`src/rtl/conv_cfg_pkg.sv`:
```
// Shared constants, FSM encoding and image-size helper for the conv parameter loader.
package conv_cfg_pkg;

    localparam int         FILTER_LEN = 3;
    localparam int         BIAS_BW    = 32;
    localparam logic [1:0] BANK_BIAS  = 2'd3;
    localparam int         NUM_BANKS  = 4;

    typedef enum logic [2:0] {
        ST_IDLE,
        ST_COLLECT,
        ST_WRITE,
        ST_VERIFY_RD,
        ST_VERIFY_CMP,
        ST_DONE
    } cfg_state_t;

    function automatic int words_per_image(input int num_filters);
        return NUM_BANKS * num_filters;
    endfunction

endpackage

```
`src/rtl/conv_cfg_packer.sv`:
```
// Byte-to-lane packer: first byte lands in lane 0, full after LANES bytes (BIAS_BW/BW for bias words).
// One byte per cycle, no internal backpressure; pushes while full are dropped, clr_i empties it.
module conv_cfg_packer
    import conv_cfg_pkg::*;
#(
    parameter int LANES = 13,
    parameter int BW    = 8
) (
    input  logic                clk_i,
    input  logic                rst_i,
    input  logic                clr_i,
    input  logic                push_i,
    input  logic                bias_i,
    input  logic [BW-1:0]       data_i,
    output logic [LANES*BW-1:0] word_o,
    output logic                last_lane_o,
    output logic                full_o
);

    localparam int            CW         = $clog2(LANES + 1);
    localparam logic [CW-1:0] BIAS_LANES = CW'(BIAS_BW / BW);

    logic [CW-1:0] cnt_q;
    logic [CW-1:0] n_lanes;

    assign n_lanes     = bias_i ? BIAS_LANES : CW'(LANES);
    assign last_lane_o = (cnt_q == n_lanes - CW'(1));

    // Clearing zeroes the whole word, which is what zero-extends bias words.
    always_ff @(posedge clk_i) begin
        if (rst_i || clr_i) begin
            word_o <= '0;
            cnt_q  <= '0;
            full_o <= 1'b0;
        end else if (push_i && !full_o) begin
            word_o[cnt_q*BW +: BW] <= data_i;
            cnt_q                  <= cnt_q + CW'(1);
            full_o                 <= last_lane_o;
        end
    end

endmodule

```
`src/rtl/conv_cfg_loader.sv`:
```
// Packs a config byte stream into conv parameter words and writes them bank-major, one strobe per word.
// Define CONV_CFG_VERIFY_EN to read each word back and compare it; all outputs registered.
module conv_cfg_loader
    import conv_cfg_pkg::*;
#(
    parameter int VECTOR_LEN  = 13,
    parameter int NUM_FILTERS = 8,
    parameter int BW          = 8
) (
    input  logic                           clk_i,
    input  logic                           rst_i,
    input  logic                           start_i,
    input  logic [BW-1:0]                  data_i,
    input  logic                           valid_i,
    input  logic                           last_i,
    output logic                           ready_o,
    output logic                           rd_en_o,
    output logic                           wr_en_o,
    output logic [1:0]                     rd_wr_bank_o,
    output logic [$clog2(NUM_FILTERS)-1:0] rd_wr_addr_o,
    output logic [VECTOR_LEN*BW-1:0]       wr_data_o,
    input  logic [VECTOR_LEN*BW-1:0]       rd_data_i,
    output logic                           busy_o,
    output logic                           done_o,
    output logic                           err_o
);

    localparam int AW        = $clog2(NUM_FILTERS);
    localparam int WW        = VECTOR_LEN * BW;
    localparam int LAST_WORD = words_per_image(NUM_FILTERS) - 1;

    cfg_state_t    state_q;
    cfg_state_t    state_nxt;
    logic [1:0]    bank_q;
    logic [AW-1:0] addr_q;
    logic          last_q;

    logic          acc;
    logic          final_word;
    logic          pk_last_lane;
    logic          pk_full;
    logic          pk_clr;
    logic [WW-1:0] pk_word;
    logic          err_set;
    logic          err_clr;
    logic          cnt_clr;
    logic          adv;

    assign acc          = ready_o && valid_i && !pk_full;
    assign final_word   = (int'(bank_q) * NUM_FILTERS + int'(addr_q)) == LAST_WORD;
    assign rd_wr_bank_o = bank_q;
    assign rd_wr_addr_o = addr_q;
    assign wr_data_o    = pk_word;

    conv_cfg_packer #(
        .LANES (VECTOR_LEN),
        .BW    (BW)
    ) u_packer (
        .clk_i       (clk_i),
        .rst_i       (rst_i),
        .clr_i       (pk_clr),
        .push_i      (acc),
        .bias_i      (bank_q == BANK_BIAS),
        .data_i      (data_i),
        .word_o      (pk_word),
        .last_lane_o (pk_last_lane),
        .full_o      (pk_full)
    );

`ifdef CONV_CFG_VERIFY_EN
    // The packer is emptied in WRITE, so the compare needs its own copy of the word.
    logic [WW-1:0] word_q;

    always_ff @(posedge clk_i) begin
        if (rst_i) begin
            word_q <= '0;
        end else if (state_q == ST_WRITE) begin
            word_q <= pk_word;
        end
    end

    always_ff @(posedge clk_i) begin
        if (rst_i) begin
            rd_en_o <= 1'b0;
        end else begin
            rd_en_o <= (state_nxt == ST_VERIFY_RD);
        end
    end
`else
    logic unused_rd_data;
    assign unused_rd_data = ^rd_data_i;
    assign rd_en_o        = 1'b0;
`endif

    always_comb begin
        state_nxt = state_q;
        pk_clr    = 1'b0;
        err_set   = 1'b0;
        err_clr   = 1'b0;
        cnt_clr   = 1'b0;
        adv       = 1'b0;
        case (state_q)
            ST_IDLE, ST_DONE: begin
                if (start_i) begin
                    state_nxt = ST_COLLECT;
                    pk_clr    = 1'b1;
                    err_clr   = 1'b1;
                    cnt_clr   = 1'b1;
                end
            end
            ST_COLLECT: begin
                if (acc) begin
                    if (pk_last_lane && final_word) begin
                        state_nxt = ST_WRITE;
                    end else if (last_i) begin
                        // Early end of image: drop the partial word without writing it.
                        state_nxt = ST_DONE;
                        err_set   = 1'b1;
                        pk_clr    = 1'b1;
                    end else if (pk_last_lane) begin
                        state_nxt = ST_WRITE;
                    end
                end
            end
            ST_WRITE: begin
                pk_clr = 1'b1;
`ifdef CONV_CFG_VERIFY_EN
                state_nxt = ST_VERIFY_RD;
`else
                adv       = 1'b1;
                err_set   = final_word && !last_q;
                state_nxt = final_word ? ST_DONE : ST_COLLECT;
`endif
            end
`ifdef CONV_CFG_VERIFY_EN
            ST_VERIFY_RD: begin
                state_nxt = ST_VERIFY_CMP;
            end
            ST_VERIFY_CMP: begin
                adv       = 1'b1;
                err_set   = (rd_data_i != word_q) || (final_word && !last_q);
                state_nxt = final_word ? ST_DONE : ST_COLLECT;
            end
`endif
            default: begin
                state_nxt = ST_IDLE;
            end
        endcase
    end

    always_ff @(posedge clk_i) begin
        if (rst_i) begin
            state_q <= ST_IDLE;
            bank_q  <= '0;
            addr_q  <= '0;
            last_q  <= 1'b0;
            ready_o <= 1'b0;
            wr_en_o <= 1'b0;
            busy_o  <= 1'b0;
            done_o  <= 1'b0;
            err_o   <= 1'b0;
        end else begin
            state_q <= state_nxt;
            if (acc) begin
                last_q <= last_i;
            end
            if (cnt_clr) begin
                bank_q <= '0;
                addr_q <= '0;
            end else if (adv) begin
                if (addr_q == AW'(NUM_FILTERS - 1)) begin
                    addr_q <= '0;
                    bank_q <= bank_q + 2'd1;
                end else begin
                    addr_q <= addr_q + AW'(1);
                end
            end
            if (err_clr) begin
                err_o <= 1'b0;
            end else if (err_set) begin
                err_o <= 1'b1;
            end
            // Decoded from the next state so every strobe is a flop output.
            ready_o <= (state_nxt == ST_COLLECT);
            wr_en_o <= (state_nxt == ST_WRITE);
            busy_o  <= !(state_nxt inside {ST_IDLE, ST_DONE});
            done_o  <= (state_nxt == ST_DONE);
        end
    end

endmodule

```
`config.mk`:
```
export PLATFORM = sky130hd
export DESIGN_NAME = conv_cfg_loader
export DESIGN_NICKNAME = d
export VERILOG_FILES = /design/src/rtl/conv_cfg_pkg.sv /design/src/rtl/conv_cfg_packer.sv /design/src/rtl/conv_cfg_loader.sv
export SDC_FILE = /design/constraint.sdc
export NUM_CORES = 1
export LEC_CHECK = 0
export ABC_CLOCK_PERIOD_IN_PS = 5000
export CELL_PAD_IN_SITES_DETAIL_PLACEMENT = 0
export CELL_PAD_IN_SITES_GLOBAL_PLACEMENT = 1
export CORE_AREA = 10 10 197 106
export DETAILED_ROUTE_END_ITERATION = 10
export DIE_AREA = 0 0 207 116
export PLACE_DENSITY = 0.77
export SLEW_MARGIN = 20
export SYNTH_ARGS = -nofsm -noshare
export SYNTH_HDL_FRONTEND = slang
export SYNTH_SLANG_ARGS = --single-unit
```
`constraint.sdc`:
```
create_clock -name clk_i -period 5 [get_ports clk_i]
set_clock_uncertainty 0.2 [all_clocks]
set_input_delay 0.75 -clock clk_i [delete_from_list [all_inputs] [get_ports clk_i]]
set_output_delay 0.75 -clock clk_i [all_outputs]
set_load 0.02 [all_outputs]
```
* Yosys cells after proc, flatten, opt, wreduce, memory -nomap -nowiden *
Index checks and enable logic that the tools add are counted.

word-level totals
  register bits = 123
  bits in latches = 0
  memory bits (writable) = 0
  memory bits (read-only) = 0
  input port bits = 117
  output and inout bits = 115
  word-level logic and storage cells = 63
  memories kept = 0

cells by class
  $add $sub $neg = 6
  $mul = 0
  divide/modulo/power cells = 0
  order comparisons = 0
  equal/unequal tests = 10
  shift operators = 2
  muxes and demuxes = 18
  bitwise operators = 0
  reductions and logical operators = 15

operators with widths
  kind                                                    number
  bitwise mux 104 bit                                     1
  variable shift 8 x 34 -> 104 bit, first input constant  1
  variable part select 8 x 34 -> 104 bit                  1
  negation 7 -> 34 bit                                    1
  2-to-1 mux 3 bit                                        7
  == test 3 bit, second input constant                    3
  case mux 3 bit (3 select lines)                         1
  adder 5 x 3 -> 6 bit                                    1
  == test 3 x 1 -> 1 bit, second input constant           2
  == test 3 x 2 -> 1 bit, second input constant           2
  == test 6 x 5 -> 1 bit, second input constant           1
  zero test 3 bit                                         2
  2-to-1 mux 1 bit                                        6
  logical AND 1 bit                                       5
  adder 4 x 1 -> 4 bit, second input constant             1
  == test 4 bit                                           1
  2-to-1 mux 4 bit                                        1
  OR reduction 2 bit                                      2
  subtractor 4 x 1 -> 4 bit, second input constant        1
  adder 3 x 1 -> 3 bit, second input constant             1
  zero test 1 bit                                         3
  case mux 1 bit (3 select lines)                         1
  adder 2 x 1 -> 2 bit, second input constant             1
  == test 2 bit, second input constant                    1
  other kinds (4)                                         4

* Depth between registers and ports, before layout *
  depth in word-level cells = 12
  gate-level depth with buffers = 12
  gate-level depth less buffers = 7

* By module *
A second synthesis with hierarchy kept.

unflattened totals
  cells, all modules = 508
  area total of the unflattened synthesis = 4997.3 µm²

modules (own cells, without submodules)
  module           instances  cells each  area an instance (µm²)  seq. area each (µm²)
  conv_cfg_packer  1          439         4307.9                  2182.1
  conv_cfg_loader  1          69          689.4                   280.3

* Worst setup path after synthesis *
Ideal clock, no wire load.

  kind = reg2reg
  start point = register u_packer.cnt_q[0]
  end point = register u_packer.word_o[80]
  library setup time = 0.117 ns
  arrival = 2.383 ns
  required time = 4.683 ns
  slack = 2.300 ns
  cell stages (with the launch flop) = 13
  path buffers = 5
  period minus slack after synthesis = 2.700 ns
  cells stage by stage = dfxtp_1 buf_4 inv_1 clkbuf_1 ha_1 buf_2 xnor2_2 o2111ai_2 buf_2 nor3b_2 buf_4 mux2i_1 nor2_1

on the way
  longest elaborated chain between the ends = 6
  elaborated cells on any way between the ends = 10
  those cells by class = 1 x add/sub; 1 x eq/ne; 2 x shift; 4 x mux; 2 x reduce/logical

ends and longest elaborated chain
  what                                                          RTL line               text
  from (decl)                                                   conv_cfg_packer.sv:23  logic [CW-1:0] cnt_q;
  from (signal assigned)                                        conv_cfg_packer.sv:37  cnt_q <= cnt_q + CW'(1);
  branches (longest 6 deep; another with negation 7 -> 34 bit)  -
  to (signal, indexed assignment)                               conv_cfg_packer.sv:36  word_o[cnt_q*BW +: BW] <= data_i;
  to (decl)                                                     conv_cfg_packer.sv:15  output logic [LANES*BW-1:0] word_o,

Several ways; the timed one is not identified.
A chain may end at the register's enable or synchronous reset.

* Worst setup path in the final report *
  start point = input valid_i
  end point = register u_packer.word_o[85]

on the way
  longest elaborated chain between the ends = 5
  elaborated cells on any way between the ends = 6
  those cells by class = 2 x mux; 4 x reduce/logical

ends and longest elaborated chain
  what                                 RTL line                text
  from (decl)                          conv_cfg_loader.sv:14   input logic valid_i,
  logical AND 1 bit (*) (2 in series)  conv_cfg_loader.sv:49   assign acc = ready_o && valid_i && !pk_full;
  2-to-1 mux 1 bit                     conv_cfg_loader.sv:112  if (acc) begin
  case mux 1 bit (3 select lines)      conv_cfg_loader.sv:102  case (state_q)
  logical OR 1 bit                     conv_cfg_packer.sv:31   if (rst_i || clr_i) begin

Every way passes the cells marked *; elsewhere a longest branch is shown, timed or not.

==> qor.yml <==
status: "finished clean"
grt_max_degree: 68
yosys-top-cells-count: "123 x dfxtp_1, 80 x a21oi_1, 77 x nand2_1, 73 x nand3_1, 59 x nor2_1"
synth_top_area_share_pct: 47.7
clock-sinks: 123
drt_iter0_drc: 307
fp.dieW_um: 207
drc_errors: 0
synth_edf_count: 0
ctsHoldBuffers: 0
crit_type: "in2reg"
synth_area_um2: 5160
tritoncts: "done"
initial_core_util_pct: 29.9
dp_slack_ns: 1.24
tightestPinTransition_ns: 1.03
min_to: "u_packer.word_o[92]$_SDFFE_PP0P_"
ctsRootBufferMaster: "clkbuf_16"
syn_inst: 616
synth_flop_cell: "dfxtp_1"
fmax_ghz: 0.300
synth-async-reset-ratio_pct: 0
synth_warnings: 0
ff2ff_setup_slack_ns: 1.72
wl_per_cell_um: 17.9
hold-path-cell-count: 2
num_rows: 34
critPathArrivalTime_ns: 3.42
areaGrowthSynthToFinish_pct: 38.3
rsz0062_at_grt: "false"
die_h_um: 116
core_um2: 17300
syn_nets: 741
grt_use_total_pct: 14.1
synthTopCellsByArea: "dfxtp_1 48%, a21oi_1 7.8%, nand3_1 7.1%"
vias_per_cell: 4.89
clkTransAtPathRegs_ns: 0.06
finalNonFillerCells: 962
io_pins: 232
antenna_left: 0
slew_headroom_pct: 30.9
startpoint: "valid_i"
clockBufferDepth: 2
ir_drop_uv: 268
powerDensity_nw_per_um2: 342
setup_slack_ns: 1.66
layout.nets: 840
die_area_um2: 24000
yosys.area.top_type: "dfxtp_1"
hpwl_um: 11900
finalHoldViolCount: 0
gp_congestion: 0.818
required_ns: 5.08
cts_setup_buffers: 0
worstSetupEndpointType: "flop"
io_buffers: 126
setup_tns_ns: 0
cp_slowest_cell: "nor3b_2"
dp.cells: 930
hold_path.startpoint: "u_packer.word_o[92]$_SDFFE_PP0P_"
holdCritPathClass: "reg2reg"
crit_chain: "clkdlybuf4s50_1 -> and3b_1 -> o2111ai_2 -> nor3b_2 -> mux2i_1 -> nor2_1"
wirelength_um: 17200
grt_pass1_wl_um: 26600
layout-drive-gt1-share_pct: 7.01
worstSkewPairLatency_ns: 0.41
grt_pass1_vias: 4530
r2r-end: "u_packer.word_o[50]$_SDFFE_PP0P_"
critPathMaxStageDelay_ns: 0.85
grt_antenna_before_repair: 0
synth-seq-cells: 123
r2r_start: "u_packer.cnt_q[2]$_SDFFE_PP0P_"
final_cell_area_um2: 7140
r2r_cells: 6
htree_levels: 4
cts_resized: 0
antenna_cells: 0
grt-ovfl-total: 0
yosysMostFrequentCell: "dfxtp_1"
max-cap-violations: 0
critPathLaunchType: "input port"
cts_buffers: 17
vias: 4705
avgSynthCellArea_um2: 8.38
finalCritPeriodShare_pct: 66.7
synth_cell_types: 47
drt_first_pass_iters: 5
crit_fanout: 13
leakage_nw: 2.37
slew_viol_final: 0
yosysSeqAreaShare_pct: 47.7
placedInstanceArea_um2: 6490
setup_viol: 0
post-route-min-period_ns: 3.34
sequential cells by signal (all words and copies together) (netlist names), 2 cells and up:
| register | count |
|---|---|
| rd_wr_bank_o | 2 |
| u_packer.word_o | 104 |
| state_q | 3 |
| u_packer.cnt_q | 4 |
| rd_wr_addr_o | 3 |
worst max path at each step:
stage	endpoint	cells past startpoint
2_1_floorplan	u_packer.word_o[80]$_SDFFE_PP0P_	12
3_3_place_gp	u_packer.word_o[83]$_SDFFE_PP0P_	6
3_5_place_dp	u_packer.word_o[85]$_SDFFE_PP0P_	6
4_1_cts	u_packer.word_o[85]$_SDFFE_PP0P_	6
5_1_grt	u_packer.word_o[25]$_SDFFE_PP0P_	7
6_report	u_packer.word_o[85]$_SDFFE_PP0P_	6
cell type report:
class	instances	area, um2
fill	1741	10100
sequential	123	2460
multi-input combinational	438	2430
tap	234	293
clock inverter	13	216
clock buffer	19	433
timing repair buffer	129	1280
inverter	6	22.5
power breakdown:
group / switching, mW / internal, mW
sequential: 0.00298 / 0.985
clock: 0.455 / 0.891
combinational: 0.0788 / 0.0283
total: 0.537 / 1.90
cell usage in the layout, fill, tap and decap left out, types with 3 or more instances in the layout:
cell / Yosys / final
and3_1: 16 / 16
buf_4: 5 / 3
clkdlybuf4s50_1: 0 / 126
inv_1: 6 / 6
or2_2: 6 / 6
dfxtp_1: 123 / 123
nor4_1: 8 / 8
clkinv_4: 0 / 5
nor3_1: 9 / 9
a22oi_1: 16 / 16
a21oi_1: 80 / 80
nand2b_1: 13 / 13
mux2i_1: 17 / 17
nand2_1: 77 / 77
clkbuf_16: 0 / 17
ha_1: 8 / 8
xor2_1: 3 / 3
bufinv_16: 0 / 5
nor2_1: 59 / 59
nor2b_1: 3 / 3
and2_1: 5 / 5
nand3_1: 73 / 73
nand4_1: 3 / 3
o21ai_0: 10 / 10
or3_1: 4 / 4
critical path, delay by kind of cell:
family	cells	cell delay [ns]
AO/OA/AOI/OAI	1	0.51
buffers and inverters	1	0.54
multiplexers	1	0.27
AND/OR/NAND/NOR	3	1.34
layer usage:
metal	global-route usage, %	vias up	share of wire (%)
met4	3.91	0	0.83
met2	23.5	87	48
met1	17.6	2273	47
met5	0	-	0
li1	-	2333	-
met3	3.76	12	4.4
cells by family (layout without fill, tap and decap cells):
| family | Yosys count | count (layout) | share of synthesized area (%) |
|---|---|---|---|
| buf+inv | 55 | 167 | 5.26 |
| xor+xnor | 5 | 5 | 0.994 |
| fa+ha+maj | 8 | 8 | 1.94 |
| compound gates | 116 | 116 | 12.8 |
| flops | 123 | 123 | 47.7 |
| other cells | 1 | 1 | 0.0727 |
| mux | 17 | 17 | 3.30 |
| simple gates | 291 | 291 | 28.0 |
through the flow:
step                      total power, mW  hold WS, ns  utilization [%]
final                                2.44        0.251             41.3
after global routing                 2.53        0.265             41.3
after detailed placement             1.12        0.245             37.6
after global placement               1.12        0.238             37.6
after floorplan                      1.08        0.226                -
after CTS                            2.47        0.252             41.3
No activity file was read; power rests on OpenSTA's default activity.
